File: config.mk
export PLATFORM = sky130hd
export DESIGN_NAME = bcd_score_counter
export DESIGN_NICKNAME = d
export VERILOG_FILES = /design/src/rtl/bcd_score_counter.sv
export SDC_FILE = /design/constraint.sdc
export NUM_CORES = 1
export LEC_CHECK = 0
export ABC_AREA = 1
export BUFFER_PORTS_ARGS = -buffer_cell sky130_fd_sc_hd__buf_2
export CAP_MARGIN = 20
export CORE_MARGIN = 5
export CORE_UTILIZATION = 40
export DETAILED_ROUTE_END_ITERATION = 10
export GPL_ROUTABILITY_DRIVEN = 0
export PLACE_DENSITY = 0.71
export SYNTH_ARGS = -nofsm -noshare
export SYNTH_HDL_FRONTEND = slang
export SYNTH_SLANG_ARGS = --single-unit
File: constraint.sdc
create_clock -name clk -period 8.9 [get_ports clk]
set_input_delay 0.89 -clock clk [delete_from_list [all_inputs] [get_ports clk]]
set_output_delay 0.89 -clock clk [all_outputs]
set_load 0.005 [all_outputs]
File: src/rtl/bcd_score_counter.sv
// Multi-digit BCD score counter with rising-edge increment strobe, clamped amount and saturation.
// Optional high-score tracking is enabled by defining SCORE_HIGH_SCORE_EN.
module bcd_score_counter #(
  parameter int DIGITS = 6
) (
  input  logic                  clk,
  input  logic                  resetn,
  input  logic                  clear,
  input  logic                  run,
  input  logic                  inc_strobe,
  input  logic [3:0]            inc_amount,
  output logic [4*DIGITS-1:0]   score,
  output logic                  saturated,
  output logic [4*DIGITS-1:0]   high_score,
  output logic                  new_high
);

  localparam int            W         = 4 * DIGITS;
  localparam logic [W-1:0]  ALL_NINES = {DIGITS{4'h9}};

  logic [W-1:0] r_score;
  logic         r_saturated;
  logic         r_strobe_q;

  logic [3:0]   w_amt;
  logic [W-1:0] w_sum;
  logic         w_carry;
  logic [4:0]   w_digit_sum;
  logic         w_accept;

  assign w_amt    = (inc_amount > 4'd9) ? 4'd9 : inc_amount;
  assign w_accept = inc_strobe & ~r_strobe_q & run & ~clear & ~r_saturated;

  // Ripple-carry BCD add; the amount enters digit 0 only, higher digits add the carry.
  // NOTE: every variable assigned here gets a default first so no latch is inferred.
  always_comb begin
    w_sum       = '0;
    w_carry     = 1'b0;
    w_digit_sum = '0;
    for (int i = 0; i < DIGITS; i++) begin
      if (i == 0) w_digit_sum = {1'b0, r_score[3:0]} + {1'b0, w_amt};
      else        w_digit_sum = {1'b0, r_score[4*i +: 4]} + {4'b0, w_carry};
      if (w_digit_sum > 5'd9) begin
        w_digit_sum       = w_digit_sum - 5'd10;
        w_carry           = 1'b1;
      end else begin
        w_carry           = 1'b0;
      end
      w_sum[4*i +: 4] = w_digit_sum[3:0];
    end
  end

  // NOTE: reset is synchronous and sampled only on the clock edge; sequential state uses <= only.
  always_ff @(posedge clk) begin
    if (!resetn) begin
      r_score     <= '0;
      r_saturated <= 1'b0;
      r_strobe_q  <= 1'b0;
    end else begin
      r_strobe_q <= inc_strobe;
      if (clear) begin
        r_score     <= '0;
        r_saturated <= 1'b0;
      end else if (w_accept) begin
        if (w_carry) begin
          r_score     <= ALL_NINES;
          r_saturated <= 1'b1;
        end else begin
          r_score <= w_sum;
          if (w_sum == ALL_NINES) r_saturated <= 1'b1;
        end
      end
    end
  end

  assign score     = r_score;
  assign saturated = r_saturated;

`ifdef SCORE_HIGH_SCORE_EN
  logic [W-1:0] r_high_score;
  logic         r_new_high;

  // Packed BCD compares correctly as unsigned since every digit stays in 0..9.
  always_ff @(posedge clk) begin
    if (!resetn) begin
      r_high_score <= '0;
      r_new_high   <= 1'b0;
    end else if (r_score > r_high_score) begin
      r_high_score <= r_score;
      r_new_high   <= 1'b1;
    end else begin
      r_new_high   <= 1'b0;
    end
  end

  assign high_score = r_high_score;
  assign new_high   = r_new_high;
`else
  assign high_score = '0;
  assign new_high   = 1'b0;
`endif

endmodule
Word-level counts from Yosys, hierarchy flattened
Cells that the tools add are included.

storage, ports and cells
  flip-flop bits (word level) = 26
  input bits = 9
  output and inout bits = 50
  logic and storage cells = 50

cells by class
  $add $sub $neg = 12
  order comparisons = 7
  eq/ne operators = 1
  mux-type cells = 16
  bitwise logic cells = 8
  reductions and logical operators = 3

operators by type and width
  kind                                                count
  > comparator 5 x 4 -> 1 bit, second input constant  6
  2-to-1 mux 4 bit                                    7
  adder 4 x 1 -> 5 bit                                5
  == test 24 bit, second input constant               1
  2-to-1 mux 24 bit                                   1
  subtractor 4 bit, second input constant             6
  2-to-1 mux 1 bit                                    8
  adder 4 x 4 -> 5 bit                                1
  bitwise AND 1 bit                                   4
  > comparator 4 bit, second input constant           1
  NOT 1 bit                                           4
  AND reduction 2 bit                                 1
  nonzero test 2 bit                                  1
  OR reduction 2 bit                                  1

Logic depth before layout (Yosys ltp)
  depth in word-level cells = 23
  depth in mapped cells = 59
  mapped depth without buffers = 59

Worst setup path before layout
No wires, ideal clock.

  path type = input to register
  start = input port inc_amount[2]
  end = register r_saturated (netlist: saturated)
  library setup time = 67 ps
  arrival time = 7369 ps
  data required time = 8833 ps
  path slack = 1465 ps
  stages = 53
  buffers on the path = 0
  path through = o21ai_0 nand2_1 ha_1 inv_1 fa_1 nand3_1 nand3_1 nand2_1 ha_1 ha_1 xnor2_2 nand2_1 nand2_2 nand2_4 ha_1 ha_1 inv_1 nand3_1 [17 not listed] nand2_1 nand2_1 nand2_1 nand2_1 inv_1 ha_1 nand2_1 nor2_1 nand3b_1 nor2_1 nand3_1 nor2_1 nand3_1 nor2_1 nand2_1 nand2_1 nand2_1 a21oi_2

on the way
  longest elaborated chain between the ends = 23
  elaborated cells between the ends (all ways) = 36
  those cells by class = add/sub (12); order compare (7); eq/ne (1); mux (14); reduce/logical (2)

ends and longest elaborated chain
  item                                                             RTL line  RTL
  start, declared                                                  11        input logic [3:0] inc_amount,
  > comparator 4 bit                                               31        assign w_amt = (inc_amount > 4'd9) ? 4'd9 : inc_amount;
  2-to-1 mux 4 bit *                                               31
  adder 4 x 4 -> 5 bit *                                           41        if (i == 0) w_digit_sum = {1'b0, r_score[3:0]} + {1'b0, w_amt};
  > comparator 5 x 4 -> 1 bit                                      43        if (w_digit_sum > 5'd9) begin
  2-to-1 mux 1 bit                                                 43
  adder 4 x 1 -> 5 bit                                             42        else w_digit_sum = {1'b0, r_score[4*i +: 4]} + {4'b0, w_carry};
  > comparator 5 x 4 -> 1 bit                                      43
  2-to-1 mux 1 bit                                                 43
  [7 not listed]                                                   -
  > comparator 5 x 4 -> 1 bit                                      43
  2-to-1 mux 1 bit                                                 43
  adder 4 x 1 -> 5 bit                                             42
  subtractor 4 bit or > comparator 5 x 4 -> 1 bit (tied branches)  44, 43
  2-to-1 mux 4 bit                                                 43
  == test 24 bit                                                   70        if (w_sum == ALL_NINES) r_saturated <= 1'b1;
  nonzero test 2 bit (no line)                                     -
  AND reduction 2 bit (no line)                                    -
  end signal, assigned                                             57        r_saturated <= 1'b0;
  end signal, assigned                                             67        r_saturated <= 1'b1;
  end signal, assigned                                             70
  end, declared                                                    22        logic r_saturated;

Mark *: on every way between the ends. The rest lies on a longest branch, timed or not.
A chain may end at the register's enable or synchronous reset.

Final worst setup path
Same ends and word-level chain as after synthesis.

==> results by group <==
Clocking
  • Post-CTS Resized: 0
  • Clock Latency Late Sink: 0.27 ns
  • CTS tree: built
  • CTS Sinks: 26
  • H-tree lvl count: 1
  • CTS Buffer Depth: 2
  • Post-CTS Setup Bufs: 0
  • Clock root buffer: clkbuf_8
  • TritonCTS Buffers: 3
  • Post-CTS Hold Fix Bufs: 0
  • Reg clk slew, reported paths: ~0.090 ns

Worst setup path
  • Crit path launch type: primary input
  • CP required: around 9 ns
  • Setup Crit Path Kind: in -> reg
  • Slowest stage delay, CP: 0.46 ns
  • WP buf/inv: 6
  • Peak fanout along the critical path: 4
  • Top Family by Delay on Critical Path: adder cells
  • CP max stage cell: fa_1
  • Worst EP arrival: 8.32 ns
  • CP Capture Type: flop

STA
  • Max Clock Freq: 0.123 GHz
  • RSZ-0062 raised after global routing: false
  • Minimum clock period: between 8 and 9 ns
  • Max Slew Vio Count: 0
  • Fin Setup TNS: 0 ns
  • Final Skew: 0.00689 ns
  • Final worst-path cycle share: 0.913
  • Final Hold Viols: 0
  • Final setup viols: 0

Yosys
  • Cell Area, Synth: around 0.0022 mm²
  • Synthesized instance count: 337
  • Yosys reg bits: 26
  • Library cells used by synthesis: 28
  • Ys flop type: dfxtp_1
  • Post-synth EDFFs: 0
  • Total number of yosys warnings: 0
  • Share of flip-flops with an asynchronous set or reset: 0
  • Seq/Total Area, Yosys: 0.235
  • Synth Area per Inst: 6.57 µm²

Finish
  • ANT cells: 0
  • Layout cells sized above 1: 0.147
  • Commonest non-fill, non-tap cell in the layout: nand2_1
  • Final Net Count: 400
  • Synth-to-Final Area Change: 7.91%
  • Fin cells: 440
  • Most frequent cells in the layout: nand2_1 (93), inv_1 (53), nand3_1 (36)

GRT
  • Largest net degree at the start of global routing: 19
  • First-pass GRT wire length: 8.14 mm
  • Total gr overflow: 0
  • Vias in the first global route: 1853
  • Initial antenna violation count: 0
  • Total GRT Usage: 0.133

Power and ir drop
  • Pwr/cell area: 92.5 mW/mm²
  • Leak Pwr: 1.32 nW
  • VDD IR max: 70.2 µV

Floorplan
  • Die area: 0.00713 mm²
  • FP Rows: 27
  • Top Ports: 59
  • Core ar.: 0.00544 mm²
  • Die Y: about 84 µm
  • Die X: roughly 84 µm
  • Initial core utilization: 0.407

Detailed routing
  • WL/cell: ~11 µm
  • Post-route ant nets: 0
  • Via count: 2090
  • DRC Markers: 0
  • Initial drt markers: 90
  • Final WL: 4.82 mm
  • Vias per cell: approximately 4.8
  • DR pass1 iterations: 4

Status
  • Status: completed

Worst hold path
  • Worst min path class: reg -> reg

Placed design
  • Port Buffer Count: 33
  • Placed instance count: 436
  • DP HPWL: 3.81 mm

Run
  • Maxcap violations: 0
-- registers in the layout, summed over array words and instances, names as in the netlist --
| signal | flops |
|---|---|
| r_strobe_q | 1 |
| saturated | 1 |
| score | 24 |
-- layer usage --
metal | track usage | routed length (µm) | vias up
met1 | 0.175 | 2270 | 938
met4 | 0.0216 | 30 | 0
met2 | 0.234 | 2280 | 49
met5 | 0 | 0 | -
met3 | 0.0226 | 242 | 4
li1 | - | - | 1099
-- kinds of logic after synthesis --
logic type / Yosys count / synth area share
AOI/OAI and AO/OA: 31 / 0.0887
xor gates and xnor gates: 1 / 0.00735
adders and majority gates: 22 / 0.128
buffers and inverters: 85 / 0.195
DFF: 26 / 0.235
other: 1 / 0.00169
and+or+nand+nor: 171 / 0.345
-- metrics by stage --
stage | hold slack (ns) | instance area (µm²) | power, mW | utilization | worst slack [ns]
after detailed placement | 0.453 | 2330 | 0.147 | 0.429 | 0.514
after floorplan | 0.459 | 2300 | 0.148 | - | 1.46
final | 0.466 | 2390 | 0.221 | 0.439 | 0.777
after global routing | 0.488 | 2390 | 0.236 | 0.439 | 0.0552
after CTS | 0.468 | 2390 | 0.224 | 0.439 | 0.776
after global placement | 0.454 | 2330 | 0.147 | 0.429 | 0.678
-- final cells by class --
cell class	instances	area (µm²)
inverters	55	206
repair buffers	33	165
well taps	72	90.1
fillers	591	3050
flip-flops and latches	26	520
multi-input cells	250	1350
clock buffers	4	55.1
-- tightest hold or removal path, cell delays in order, from the launching register on --
cell and delay, ns:
dfxtp_1 0.32, inv_2 0.06, a21oi_2 0.05
-- synth_stat cells (2+ instances only) --
master	instances	area, µm²
nand2_1	93	349
inv_1	53	199
nand3_1	36	180
buf_4	26	195
dfxtp_1	26	521
ha_1	21	263
nor2_1	16	60.1
a21oi_1	15	75.1
nand2_2	10	62.6
nand4_1	10	62.6
o221ai_1	6	52.6
o21ai_0	5	25.0
a221oi_1	4	35.0
inv_2	2	7.51
-- where the power goes --
part | switching [mW] | leakage [nW] | internal, mW
registers | 0.00126 | 0.210 | 0.118
logic | 0.0176 | 1.08 | 0.00797
clock network | 0.0370 | 0.0288 | 0.0395
total | 0.0559 | 1.32 | 0.165
-- worst paths after layout --
| kind | startpoint | to | slack (ns) | cells past startpoint |
|---|---|---|---|---|
| hold / removal | saturated | saturated | 0.47 | 2 |
| setup reg to reg | score[0] | saturated | 1.35 | 51 |
| hold reg to reg | saturated | saturated | 0.47 | 2 |
| setup / recovery | inc_amount[2] | saturated | 0.78 | 54 |
Note: power is estimated with default switching activity, not from simulation.
